==> config.mk <==
export PLATFORM = sky130hd
export DESIGN_NAME = alu_result_stage_flat
export DESIGN_NICKNAME = d
export VERILOG_FILES = /design/src/rtl/alu_result_stage_pkg.sv /design/src/rtl/alu_result_stage_if.sv /design/src/rtl/alu_result_stage_jump_opcode_decode.sv /design/src/rtl/alu_result_stage.sv /design/src/flat_wrapper.sv
export SDC_FILE = /design/constraint.sdc
export NUM_CORES = 1
export LEC_CHECK = 0
export CORE_MARGIN = 3
export CORE_UTILIZATION = 41
export DETAILED_ROUTE_END_ITERATION = 8
export HOLD_SLACK_MARGIN = 0.03
export PLACE_DENSITY = 0.82
export RECOVER_POWER = 25
export REMOVE_ABC_BUFFERS = 1
export SLEW_MARGIN = 0
export SYNTH_ARGS = -nofsm -noshare
export SYNTH_HDL_FRONTEND = slang
export SYNTH_SLANG_ARGS = --single-unit
==> constraint.sdc <==
create_clock -name clk -period 2 [get_ports clk]
set_input_delay 0.6 -clock clk [delete_from_list [all_inputs] [get_ports clk]]
set_output_delay 0.6 -clock clk [all_outputs]
set_load 0.1 [all_outputs]
==> src/rtl/alu_result_stage_pkg.sv <==
// Shared opcode list, flag bit positions, FSM encoding and default widths for the ALU result stage.
package alu_result_stage_pkg;

    localparam int DATA_LEN_DEF       = 16;
    localparam int INSTR_LEN_DEF      = 8;
    localparam int REG_ADDR_LEN_DEF   = 3;
    localparam int RETIRE_CNT_LEN_DEF = 16;

    localparam int OPCODE_W = 8;

    localparam int FLAG_C = 4;
    localparam int FLAG_Z = 3;
    localparam int FLAG_S = 2;
    localparam int FLAG_V = 1;
    localparam int FLAG_P = 0;

    typedef enum logic [1:0] {
        ST_IDLE   = 2'd0,
        ST_WRITE  = 2'd1,
        ST_BRANCH = 2'd2
    } state_t;

    localparam logic [OPCODE_W-1:0] OP_NOP  = 8'h00;
    localparam logic [OPCODE_W-1:0] OP_ADD  = 8'h01;
    localparam logic [OPCODE_W-1:0] OP_ADC  = 8'h02;
    localparam logic [OPCODE_W-1:0] OP_SUB  = 8'h03;
    localparam logic [OPCODE_W-1:0] OP_SBB  = 8'h04;
    localparam logic [OPCODE_W-1:0] OP_AND  = 8'h05;
    localparam logic [OPCODE_W-1:0] OP_OR   = 8'h06;
    localparam logic [OPCODE_W-1:0] OP_XOR  = 8'h07;
    localparam logic [OPCODE_W-1:0] OP_NOT  = 8'h08;
    localparam logic [OPCODE_W-1:0] OP_INC  = 8'h09;
    localparam logic [OPCODE_W-1:0] OP_DEC  = 8'h0A;
    localparam logic [OPCODE_W-1:0] OP_SHL  = 8'h0B;
    localparam logic [OPCODE_W-1:0] OP_SHR  = 8'h0C;
    localparam logic [OPCODE_W-1:0] OP_MOV  = 8'h0D;
    localparam logic [OPCODE_W-1:0] OP_TEST = 8'h10;
    localparam logic [OPCODE_W-1:0] OP_CMP  = 8'h11;
    localparam logic [OPCODE_W-1:0] OP_SETC = 8'h12;
    localparam logic [OPCODE_W-1:0] OP_CLC  = 8'h13;
    localparam logic [OPCODE_W-1:0] OP_JA   = 8'h20;
    localparam logic [OPCODE_W-1:0] OP_JAE  = 8'h21;
    localparam logic [OPCODE_W-1:0] OP_JB   = 8'h22;
    localparam logic [OPCODE_W-1:0] OP_JBE  = 8'h23;
    localparam logic [OPCODE_W-1:0] OP_JC   = 8'h24;
    localparam logic [OPCODE_W-1:0] OP_JNC  = 8'h25;
    localparam logic [OPCODE_W-1:0] OP_JZ   = 8'h26;
    localparam logic [OPCODE_W-1:0] OP_JNZ  = 8'h27;
    localparam logic [OPCODE_W-1:0] OP_JS   = 8'h28;
    localparam logic [OPCODE_W-1:0] OP_JNS  = 8'h29;
    localparam logic [OPCODE_W-1:0] OP_JO   = 8'h2A;
    localparam logic [OPCODE_W-1:0] OP_JNO  = 8'h2B;
    localparam logic [OPCODE_W-1:0] OP_JP   = 8'h2C;
    localparam logic [OPCODE_W-1:0] OP_JNP  = 8'h2D;
    localparam logic [OPCODE_W-1:0] OP_JPE  = 8'h2E;
    localparam logic [OPCODE_W-1:0] OP_JPO  = 8'h2F;
    localparam logic [OPCODE_W-1:0] OP_JMP  = 8'h30;

    // Conditional jumps occupy one contiguous block; JMP sits just past it.
    function automatic logic is_jump_op(input logic [OPCODE_W-1:0] op);
        return ((op >= OP_JA) && (op <= OP_JPO)) || (op == OP_JMP);
    endfunction

endpackage

==> src/rtl/alu_result_stage_if.sv <==
// Issue bus from controller/ALU plus the register-file write handshake.
interface alu_result_stage_if #(
    parameter int dataLength        = 16,
    parameter int instructionLength = 8,
    parameter int regAddrLength     = 3
);
    logic                         issue_valid;
    logic                         issue_ready;
    logic [instructionLength-1:0] IR;
    logic [dataLength-1:0]        alu_out;
    logic                         alu_output_ready;
    logic                         alu_C;
    logic                         alu_Z;
    logic                         alu_S;
    logic                         alu_V;
    logic                         alu_P;
    logic [regAddrLength-1:0]     dest_addr;
    logic [dataLength-1:0]        jump_target;

    logic                         rf_we;
    logic [regAddrLength-1:0]     rf_waddr;
    logic [dataLength-1:0]        rf_wdata;
    logic                         rf_ack;

    modport master (
        output issue_valid, IR, alu_out, alu_output_ready,
        output alu_C, alu_Z, alu_S, alu_V, alu_P,
        output dest_addr, jump_target, rf_ack,
        input  issue_ready, rf_we, rf_waddr, rf_wdata
    );

    modport slave (
        input  issue_valid, IR, alu_out, alu_output_ready,
        input  alu_C, alu_Z, alu_S, alu_V, alu_P,
        input  dest_addr, jump_target, rf_ack,
        output issue_ready, rf_we, rf_waddr, rf_wdata
    );
endinterface

==> src/rtl/alu_result_stage_jump_opcode_decode.sv <==
// Purpose: flags whether an opcode belongs to the jump set (JA..JPO, JMP).
// Latency: combinational.
// Backpressure: none.
module jump_opcode_decode
    import alu_result_stage_pkg::*;
#(
    parameter int instructionLength = INSTR_LEN_DEF
) (
    input  logic [instructionLength-1:0] IR,
    output logic                         is_jump
);

    logic [OPCODE_W-1:0] op;

    always_comb begin
        op = '0;
        for (int i = 0; i < OPCODE_W; i++) begin
            if (i < instructionLength) begin
                op[i] = IR[i];
            end
        end
    end

    assign is_jump = is_jump_op(op);

endmodule

==> src/rtl/alu_result_stage.sv <==
// Purpose: retires ALU results (flags, reg write, jump); ALU_RESULT_BYPASS_EN adds a write-forward port.
// Latency: flags-only/not-taken 1 cycle, taken jump 2, write 2 + ack wait.
// Backpressure: issue_ready low in WRITE/BRANCH; WRITE holds until rf_ack, no timeout.
module alu_result_stage
    import alu_result_stage_pkg::*;
#(
    parameter int dataLength        = DATA_LEN_DEF,
    parameter int instructionLength = INSTR_LEN_DEF,
    parameter int regAddrLength     = REG_ADDR_LEN_DEF,
    parameter int retireCntLength   = RETIRE_CNT_LEN_DEF
) (
    input  logic                       clk,
    input  logic                       rst_n,
    alu_result_stage_if.slave          bus,
    output logic [4:0]                 flags_q,
    output logic                       pc_load,
    output logic [dataLength-1:0]      pc_target,
    output logic [retireCntLength-1:0] retire_count
`ifdef ALU_RESULT_BYPASS_EN
    ,
    output logic                       bypass_valid,
    output logic [regAddrLength-1:0]   bypass_addr,
    output logic [dataLength-1:0]      bypass_data
`endif
);

    state_t                   state_q;
    state_t                   state_d;
    logic                     is_jump;
    logic                     taken;
    logic                     accept;
    logic                     retire;
    logic                     upd_flags;
    logic [4:0]               flags_in;
    logic [regAddrLength-1:0] waddr_q;
    logic [dataLength-1:0]    wdata_q;
    logic [dataLength-1:0]    target_q;

    jump_opcode_decode #(
        .instructionLength(instructionLength)
    ) u_jump_decode (
        .IR      (bus.IR),
        .is_jump (is_jump)
    );

    assign accept = (state_q == ST_IDLE) && bus.issue_valid;
    assign taken  = bus.alu_output_ready && (&bus.alu_out);

    always_comb begin
        flags_in         = '0;
        flags_in[FLAG_C] = bus.alu_C;
        flags_in[FLAG_Z] = bus.alu_Z;
        flags_in[FLAG_S] = bus.alu_S;
        flags_in[FLAG_V] = bus.alu_V;
        flags_in[FLAG_P] = bus.alu_P;
    end

    always_comb begin
        state_d   = state_q;
        retire    = 1'b0;
        upd_flags = 1'b0;
        case (state_q)
            ST_IDLE: begin
                if (bus.issue_valid) begin
                    if (is_jump) begin
                        if (taken) begin
                            state_d = ST_BRANCH;
                        end else begin
                            retire = 1'b1;
                        end
                    end else begin
                        upd_flags = 1'b1;
                        if (bus.alu_output_ready) begin
                            state_d = ST_WRITE;
                        end else begin
                            retire = 1'b1;
                        end
                    end
                end
            end
            ST_WRITE: begin
                if (bus.rf_ack) begin
                    state_d = ST_IDLE;
                    retire  = 1'b1;
                end
            end
            ST_BRANCH: begin
                state_d = ST_IDLE;
                retire  = 1'b1;
            end
            default: state_d = ST_IDLE;
        endcase
    end

    always_ff @(posedge clk or negedge rst_n) begin
        if (!rst_n) begin
            state_q      <= ST_IDLE;
            waddr_q      <= '0;
            wdata_q      <= '0;
            target_q     <= '0;
            flags_q      <= '0;
            retire_count <= '0;
        end else begin
            state_q <= state_d;
            if (accept) begin
                waddr_q  <= bus.dest_addr;
                wdata_q  <= bus.alu_out;
                target_q <= bus.jump_target;
            end
            if (upd_flags) begin
                flags_q <= flags_in;
            end
            if (retire) begin
                retire_count <= retire_count + 1'b1;
            end
        end
    end

    // Strobes decode straight from the state register so an async reset drops them at once.
    assign bus.issue_ready = (state_q == ST_IDLE);
    assign bus.rf_we       = (state_q == ST_WRITE);
    assign bus.rf_waddr    = waddr_q;
    assign bus.rf_wdata    = wdata_q;
    assign pc_load         = (state_q == ST_BRANCH);
    assign pc_target       = target_q;

`ifdef ALU_RESULT_BYPASS_EN
    assign bypass_valid = (state_q == ST_WRITE);
    assign bypass_addr  = bypass_valid ? waddr_q : '0;
    assign bypass_data  = bypass_valid ? wdata_q : '0;
`endif

endmodule

==> src/flat_wrapper.sv <==
// flat-port wrapper written by rule: the top's interface ports become plain ports
module alu_result_stage_flat import alu_result_stage_pkg::*;
#(
    parameter int dataLength        = DATA_LEN_DEF,
    parameter int instructionLength = INSTR_LEN_DEF,
    parameter int regAddrLength     = REG_ADDR_LEN_DEF,
    parameter int retireCntLength   = RETIRE_CNT_LEN_DEF
)
  (clk, rst_n, flags_q, pc_load, pc_target, retire_count, bus_issue_valid, bus_IR, bus_alu_out, bus_alu_output_ready, bus_alu_C, bus_alu_Z, bus_alu_S, bus_alu_V, bus_alu_P, bus_dest_addr, bus_jump_target, bus_rf_ack, bus_issue_ready, bus_rf_we, bus_rf_waddr, bus_rf_wdata);
  alu_result_stage_if #(.dataLength(dataLength), .instructionLength(instructionLength), .regAddrLength(regAddrLength)) bus_i ();
  input  logic clk;
  input  logic rst_n;
  output logic [4:0] flags_q;
  output logic pc_load;
  output logic [dataLength-1:0] pc_target;
  output logic [retireCntLength-1:0] retire_count;
  input wire logic [$bits(bus_i.issue_valid)-1:0] bus_issue_valid;
  input wire logic [$bits(bus_i.IR)-1:0] bus_IR;
  input wire logic [$bits(bus_i.alu_out)-1:0] bus_alu_out;
  input wire logic [$bits(bus_i.alu_output_ready)-1:0] bus_alu_output_ready;
  input wire logic [$bits(bus_i.alu_C)-1:0] bus_alu_C;
  input wire logic [$bits(bus_i.alu_Z)-1:0] bus_alu_Z;
  input wire logic [$bits(bus_i.alu_S)-1:0] bus_alu_S;
  input wire logic [$bits(bus_i.alu_V)-1:0] bus_alu_V;
  input wire logic [$bits(bus_i.alu_P)-1:0] bus_alu_P;
  input wire logic [$bits(bus_i.dest_addr)-1:0] bus_dest_addr;
  input wire logic [$bits(bus_i.jump_target)-1:0] bus_jump_target;
  input wire logic [$bits(bus_i.rf_ack)-1:0] bus_rf_ack;
  output wire logic [$bits(bus_i.issue_ready)-1:0] bus_issue_ready;
  output wire logic [$bits(bus_i.rf_we)-1:0] bus_rf_we;
  output wire logic [$bits(bus_i.rf_waddr)-1:0] bus_rf_waddr;
  output wire logic [$bits(bus_i.rf_wdata)-1:0] bus_rf_wdata;
  assign bus_i.issue_valid = bus_issue_valid;
  assign bus_i.IR = bus_IR;
  assign bus_i.alu_out = bus_alu_out;
  assign bus_i.alu_output_ready = bus_alu_output_ready;
  assign bus_i.alu_C = bus_alu_C;
  assign bus_i.alu_Z = bus_alu_Z;
  assign bus_i.alu_S = bus_alu_S;
  assign bus_i.alu_V = bus_alu_V;
  assign bus_i.alu_P = bus_alu_P;
  assign bus_i.dest_addr = bus_dest_addr;
  assign bus_i.jump_target = bus_jump_target;
  assign bus_i.rf_ack = bus_rf_ack;
  assign bus_issue_ready = bus_i.issue_ready;
  assign bus_rf_we = bus_i.rf_we;
  assign bus_rf_waddr = bus_i.rf_waddr;
  assign bus_rf_wdata = bus_i.rf_wdata;
  alu_result_stage #(.dataLength(dataLength), .instructionLength(instructionLength), .regAddrLength(regAddrLength), .retireCntLength(retireCntLength)) u_core (.clk(clk), .rst_n(rst_n), .bus(bus_i), .flags_q(flags_q), .pc_load(pc_load), .pc_target(pc_target), .retire_count(retire_count));
endmodule
==> flow_summary.json <==
{
  "status": "finished clean",
  "layout_min_cycle_time_ns": 1.96,
  "layout_common_cells": "nand2_1, buf_12, dfrtp_1",
  "power_density_nw_per_um2": 1190,
  "grt_max_degree": 37,
  "vias": 2295,
  "final_nets": 427,
  "gp_congestion": 0.813,
  "fillers": 339,
  "drt_wl_total_um": 7380,
  "crit_arrival_ns": 2.18,
  "clk_latency_ns": 0.34,
  "whs_ns": 0.374,
  "synthMuxAreaShare_pct": 2.88,
  "ir_drop_mv": 1.53,
  "rows": 27,
  "core_area_um2": 5680,
  "yosysWarnings": 0,
  "grt_pass1_wl_um": 12200,
  "fin_crit_sh_pct": 97.9,
  "place_area_um2": 4330,
  "max-cap-violations": 0,
  "cts_tree": "yes",
  "overflow": 0,
  "ys_async_sr_fraction_pct": 100,
  "synth_edf_count": 0,
  "hold_buffers": 0,
  "htree_num_levels": 3,
  "required_ns": 2.22,
  "ys_top_cells_by_area": "dfrtp_1, nand2_1, xnor2_1",
  "drive_gt1_share_pct": 27.2,
  "drc": 0,
  "netlist_area_um2": 2480,
  "syn_area_per_cell_um2": 10.0,
  "ys.flop_type": "dfrtp_1",
  "grt_pass1_vias": 2457,
  "hold_viol_final": 0,
  "firstDrtPassIters": 4,
  "numCtsBuffers": 9,
  "worst_pin_slew_ns": 0.926,
  "ioPinCount": 112,
  "synth_fa_ha_area_share_pct": 0.505,
  "synth_top_area_share_pct": 58.6,
  "clock-sinks": 58,
  "path_max_fanout": 8,
  "setup_viol_count_final": 0,
  "cts-root-buf": "clkbuf_8",
  "antenna_found_initial": 0,
  "synth_cells": 247,
  "final_common_cell": "nand2_1",
  "worstHoldPathType": "in2async",
  "synth_xor_area_share_pct": 5.30,
  "ys_seq_elements": 58,
  "tns_ns": 0,
  "synth_simple_gate_area_share_pct": 23.2,
  "areaGrowthSynthToFinish_pct": 85.6,
  "diodes": 0,
  "synth_cell_types": 32,
  "yosysSeqAreaShare_pct": 58.6,
  "die_h_um": 83.7,
  "synth-compound-area-share_pct": 7.78,
  "startpoint_type": "input pin",
  "leakage_nw": 2.18,
  "power.total_mw": 5.48,
  "wire_per_inst_um": 16.4,
  "fin_util_pct": 81.0,
  "initial_core_util_pct": 43.7,
  "critical_path_class": "in2reg",
  "grt_use_total_pct": 21.7,
  "ant_nets": 0,
  "dieArea_um2": 7010,
  "clock_path_buffers": 2,
  "synth_top_family_by_area": "simple AND/OR/NAND/NOR gates",
  "design_area_um2": 4600,
  "die_w_um": 83.7,
  "first_iter_violations": 79,
  "max_freq_ghz": 0.511,
  "crit_path_end_kind": "flip-flop",
  "yosys.area.top_type": "dfrtp_1",
  "max_slew_margin_pct": 38.3,
  "dp_hpwl_um": 5490,
  "cts.clk_slew.worst_paths_ns": 0.07,
  "fin_skew_ns": 0.00493,
  "portBuffers": 111,
  "vias_per_cell": 5.10,
  "final-max-slew-violation-count": 0
}
-- per-layer routing --
metal | routed length [um] | GRT usage, % | vias up
li1 | - | - | 1063
met1 | 2840 | 26.4 | 1102
met2 | 3780 | 35.9 | 107
met3 | 518 | 5.92 | 23
met4 | 242 | 9.65 | 0
met5 | 0 | 0 | -
-- flip-flops by register name, indices dropped and copies added (netlist names) --
signal and count:
u_core.bus.rf_waddr 3, u_core.bus.rf_wdata 16, u_core.flags_q 5, u_core.pc_target 16, u_core.retire_count 16, u_core.state_q 2
-- kinds of logic (layout without fill, tap and decap cells) --
kind of cell,after synthesis,count (layout)
AOI/OAI and AO/OA,21,21
xor gates and xnor gates,15,15
adders and majority gates,1,1
buffers and inverters,11,142
DFF,58,58
muxes,6,6
and+or+nand+nor,135,135
-- Yosys cell counts, drive strengths merged (2+ instances only) --
master / number
and3: 6
buf: 2
clkbuf: 7
dfrtp: 58
inv: 2
mux2: 6
nand2: 110
nand3: 2
nand4: 4
nor2: 3
nor2b: 3
nor3: 2
nor4: 2
o2111ai: 3
o211ai: 3
o21ai: 9
xnor2: 15
-- timing repair --
item,CTS,global route
endpoints found under the setup margin,16,10
gates resized for setup,22,13
buffers inserted,1,1
pin swaps,12,10
-- layout make-up --
cell class | instances | area, um^2 | area share [%]
clock buffer | 10 | 128 | 2.78
sequential | 58 | 1450 | 31.6
tap | 72 | 90.1 | 1.96
clock inverter | 6 | 57.6 | 1.25
inverter | 2 | 7.51 | 0.163
multi-input combinational | 178 | 1070 | 23.2
timing repair buffer | 124 | 1800 | 39.0
-- power by group --
part	internal [mW]	total [mW]	leakage (nW)	switching, mW
clock network	0.566	1.02	0.0958	0.454
logic	0.999	2.80	1.35	1.81
registers	1.37	1.65	0.728	0.286
total	2.93	5.48	2.18	2.55
-- final timing paths --
kind                                        start  cells past startpoint                       to  slack [ns]
max                                     bus_IR[7]                      7  u_core.retire_count[10]        0.04
min                                         rst_n                      1     u_core.pc_target[11]        0.37
max reg2reg                u_core.retire_count[4]                      5  u_core.retire_count[15]        0.14
min reg2reg                  u_core.pc_target[13]                      2     u_core.pc_target[13]        0.54
max in group asynchronous                   rst_n                      2     u_core.pc_target[13]        0.57
min in group clk                   bus_alu_out[6]                      3   u_core.bus.rf_wdata[6]        0.54
-- per-stage QoR --
stage               std cells  worst slack, ns
global route              450          -0.0332
global placement          433           -0.508
detailed placement        433           -0.555
floorplan                 238            -1.75
CTS                       449           0.0195
finish                    450           0.0416
-- worst max-delay path, stage by stage --
cell and delay, ns:
clkdlybuf4s50_1 0.45, nor3b_4 0.25, a21boi_4 0.12, a211oi_4 0.26, buf_6 0.20, o211ai_1 0.13
xnor2_1 0.16
Note: power is estimated with default switching activity, not from simulation.
==> patch, RTL diff (same flow settings) <==
The package constant `RETIRE_CNT_LEN_DEF` goes from 16 to 32.
--- a/src/rtl/alu_result_stage_pkg.sv
+++ b/src/rtl/alu_result_stage_pkg.sv
@@ -4,7 +4,7 @@
     localparam int DATA_LEN_DEF       = 16;
     localparam int INSTR_LEN_DEF      = 8;
     localparam int REG_ADDR_LEN_DEF   = 3;
-    localparam int RETIRE_CNT_LEN_DEF = 16;
+    localparam int RETIRE_CNT_LEN_DEF = 32;
 
     localparam int OPCODE_W = 8;
 
Interface: changed (resized retire_count); port bits go from 112 to 128. The function was not compared with the original's and may differ.
==> patch against the original RTL <==
Wire length is 47% higher; clock skew is 0.011 ns higher; sequential cell count is 16 higher; total power is 14% higher; critical path depth is 1 higher; worst setup slack worse by 0.014 ns; non-clock buffer count is 31 higher; register-to-register slack better by 0.04 ns; clock power is 14% higher; design area is 27% higher; area after synthesis is 31% higher.
==> patch: results (changes against the original RTL) <==
Largest net degree at the start of global routing = 42 (+14%)
Top reg by flops = u_core.retire_count
Worst Skew = 0.0159 ns (+0.0109 ns)
GRT Total Usage = 24.7% (+3.0 points)
Vias per cell = 5.36 (+5.2%)
Synth cell count leaders = 108 x nand2_1, 74 x dfrtp_1, 31 x xnor2_1
Slowest stage delay, CP = 0.44 ns
Synth Warn # = 0 (unchanged)
Vias in the first global route = 3,197 (+30%)
Initial antenna violation count = 2 (+2)
GPL Wtd Cong = 0.811 (-0.21%)
Worst EP arrival = 2.23 ns (+0.05 ns)
DP HPWL = 7730 µm (+41%)
Post-synth ARST share = 100% (unchanged)
Largest cells by area after synthesis = dfrtp_1 57%, nand2_1 12%, xnor2_1 8.4%
Placed Instances = 549 (+27%)
WL final = 10,900 µm (+47%)
Nets = 521 (+22%)
Synth Area per Inst = 10.2 µm² (+2.2%)
Number of port buffers = 127 (+14%)
Share of layout cells above drive strength 1 = 30.3% (+3.0 points)
Count of cell types in the netlist = 28 (-13%)
Actual slew at the worst max-slew pin = 0.904 ns (-0.0222 ns)
Max rail drop VDD = 0.872 mV (-43%)
Dominant synthesized flop cell = dfrtp_1
Global-route wire length before repair = 16,900 µm (+38%)
Register area share after synthesis = 57.0% (-1.6 points)
Drt first-iter violations = 123 (+56%)
Fill cells = 452 (+33%)
Net Sw Power = 0.00284 W (+12%)
CTS hold repair buffers = 0 (unchanged)
Leak = 2.72 nW (+25%)
Status = finished clean
Post-place setup slack = -0.681 ns (-0.126 ns)
Finished Layout Cells = 573 (+27%)
[patch: changes by cell type in the layout (fill, tap and decap cells not counted), moves of 6 or more]
cell,change
dfrtp_1,+16
clkbuf_2,+9
buf_4,+11
o211ai_1,+6
xnor2_1,+16
and4_1,+7
o2111ai_1,+15
buf_12,+18
and2_1,+6
[patch: cell families (layout without fill, tap and decap cells)]
group | after synthesis | count (layout) | share of synthesized area, %
AOI/OAI and AO/OA | 36 | 36 | 8.94
xor gates and xnor gates | 31 | 31 | 8.36
adders and majority gates | 1 | 1 | 0.385
buffers and inverters | 18 | 173 | 2.43
DFF | 74 | 74 | 57.0
muxes | 6 | 6 | 2.08
other | 0 | 2 | 0
and+or+nand+nor | 151 | 151 | 20.8
[patch: timing repair]
action | CTS | global route
setup endpoints to repair | 33 | 36
cloned | 3 | 0
pin swaps | 13 | 13
gates resized for setup | 32 | 26
buffers inserted | 3 | 0
[patch: worst paths after layout]
check / start / end / slack [ns] / cells after the start
worst max-delay path: bus_alu_out[14] / u_core.retire_count[13]$_DFFE_PN0P_ / 0.03 / 8
worst min-delay path: rst_n / u_core.retire_count[19]$_DFFE_PN0P_ / 0.36 / 1
worst max register to register: u_core.retire_count[10]$_DFFE_PN0P_ / u_core.retire_count[24]$_DFFE_PN0P_ / 0.18 / 5
worst min register to register: u_core.retire_count[31]$_DFFE_PN0P_ / u_core.retire_count[31]$_DFFE_PN0P_ / 0.54 / 1
max in group asynchronous: rst_n / u_core.pc_target[15]$_DFFE_PN0P_ / 0.91 / 2
min in group clk: bus_alu_out[11] / u_core.bus.rf_wdata[11]$_DFFE_PN0P_ / 0.50 / 3
[patch: final cells by class]
class,count,area share [%]
antenna,2,0.0857
clock buffer,9,2.12
clock inverter,7,1.16
inverter,2,0.129
multi-input combinational,225,23.5
sequential,74,31.7
tap,99,2.12
timing repair buffer,155,39.1
[patch: power by group through the flow]
stage	logic [W]	registers, W	clock network (W)
global route	0.00325	0.00195	0.00125
detailed placement	0.00311	0.00195	0
finish	0.00315	0.00192	0.00116
CTS	0.00315	0.00192	0.00117
global placement	0.00307	0.00194	0
floorplan	0.000353	0.00331	0
[patch: per-layer routing]
layer  part of all wire (%)  wire [µm]  vias to the layer above  global-route usage (%)
met3                    9.1        987                       25                    7.33
met1                     38       4110                     1509                    29.1
met4                    2.1        227                        0                    8.29
met5                      0          0                        -                       0
li1                       -          -                     1381                       -
met2                     51       5520                      159                    43.1
[patch: stage by stage]
step	hold WS, ns	total power (W)	area [µm²]
final	0.364	0.00623	5840
after global routing	0.413	0.00645	5840
after CTS	0.201	0.00625	5840
after detailed placement	0.527	0.00506	5530
after global placement	0.522	0.00500	5530
after floorplan	0.304	0.00367	3180
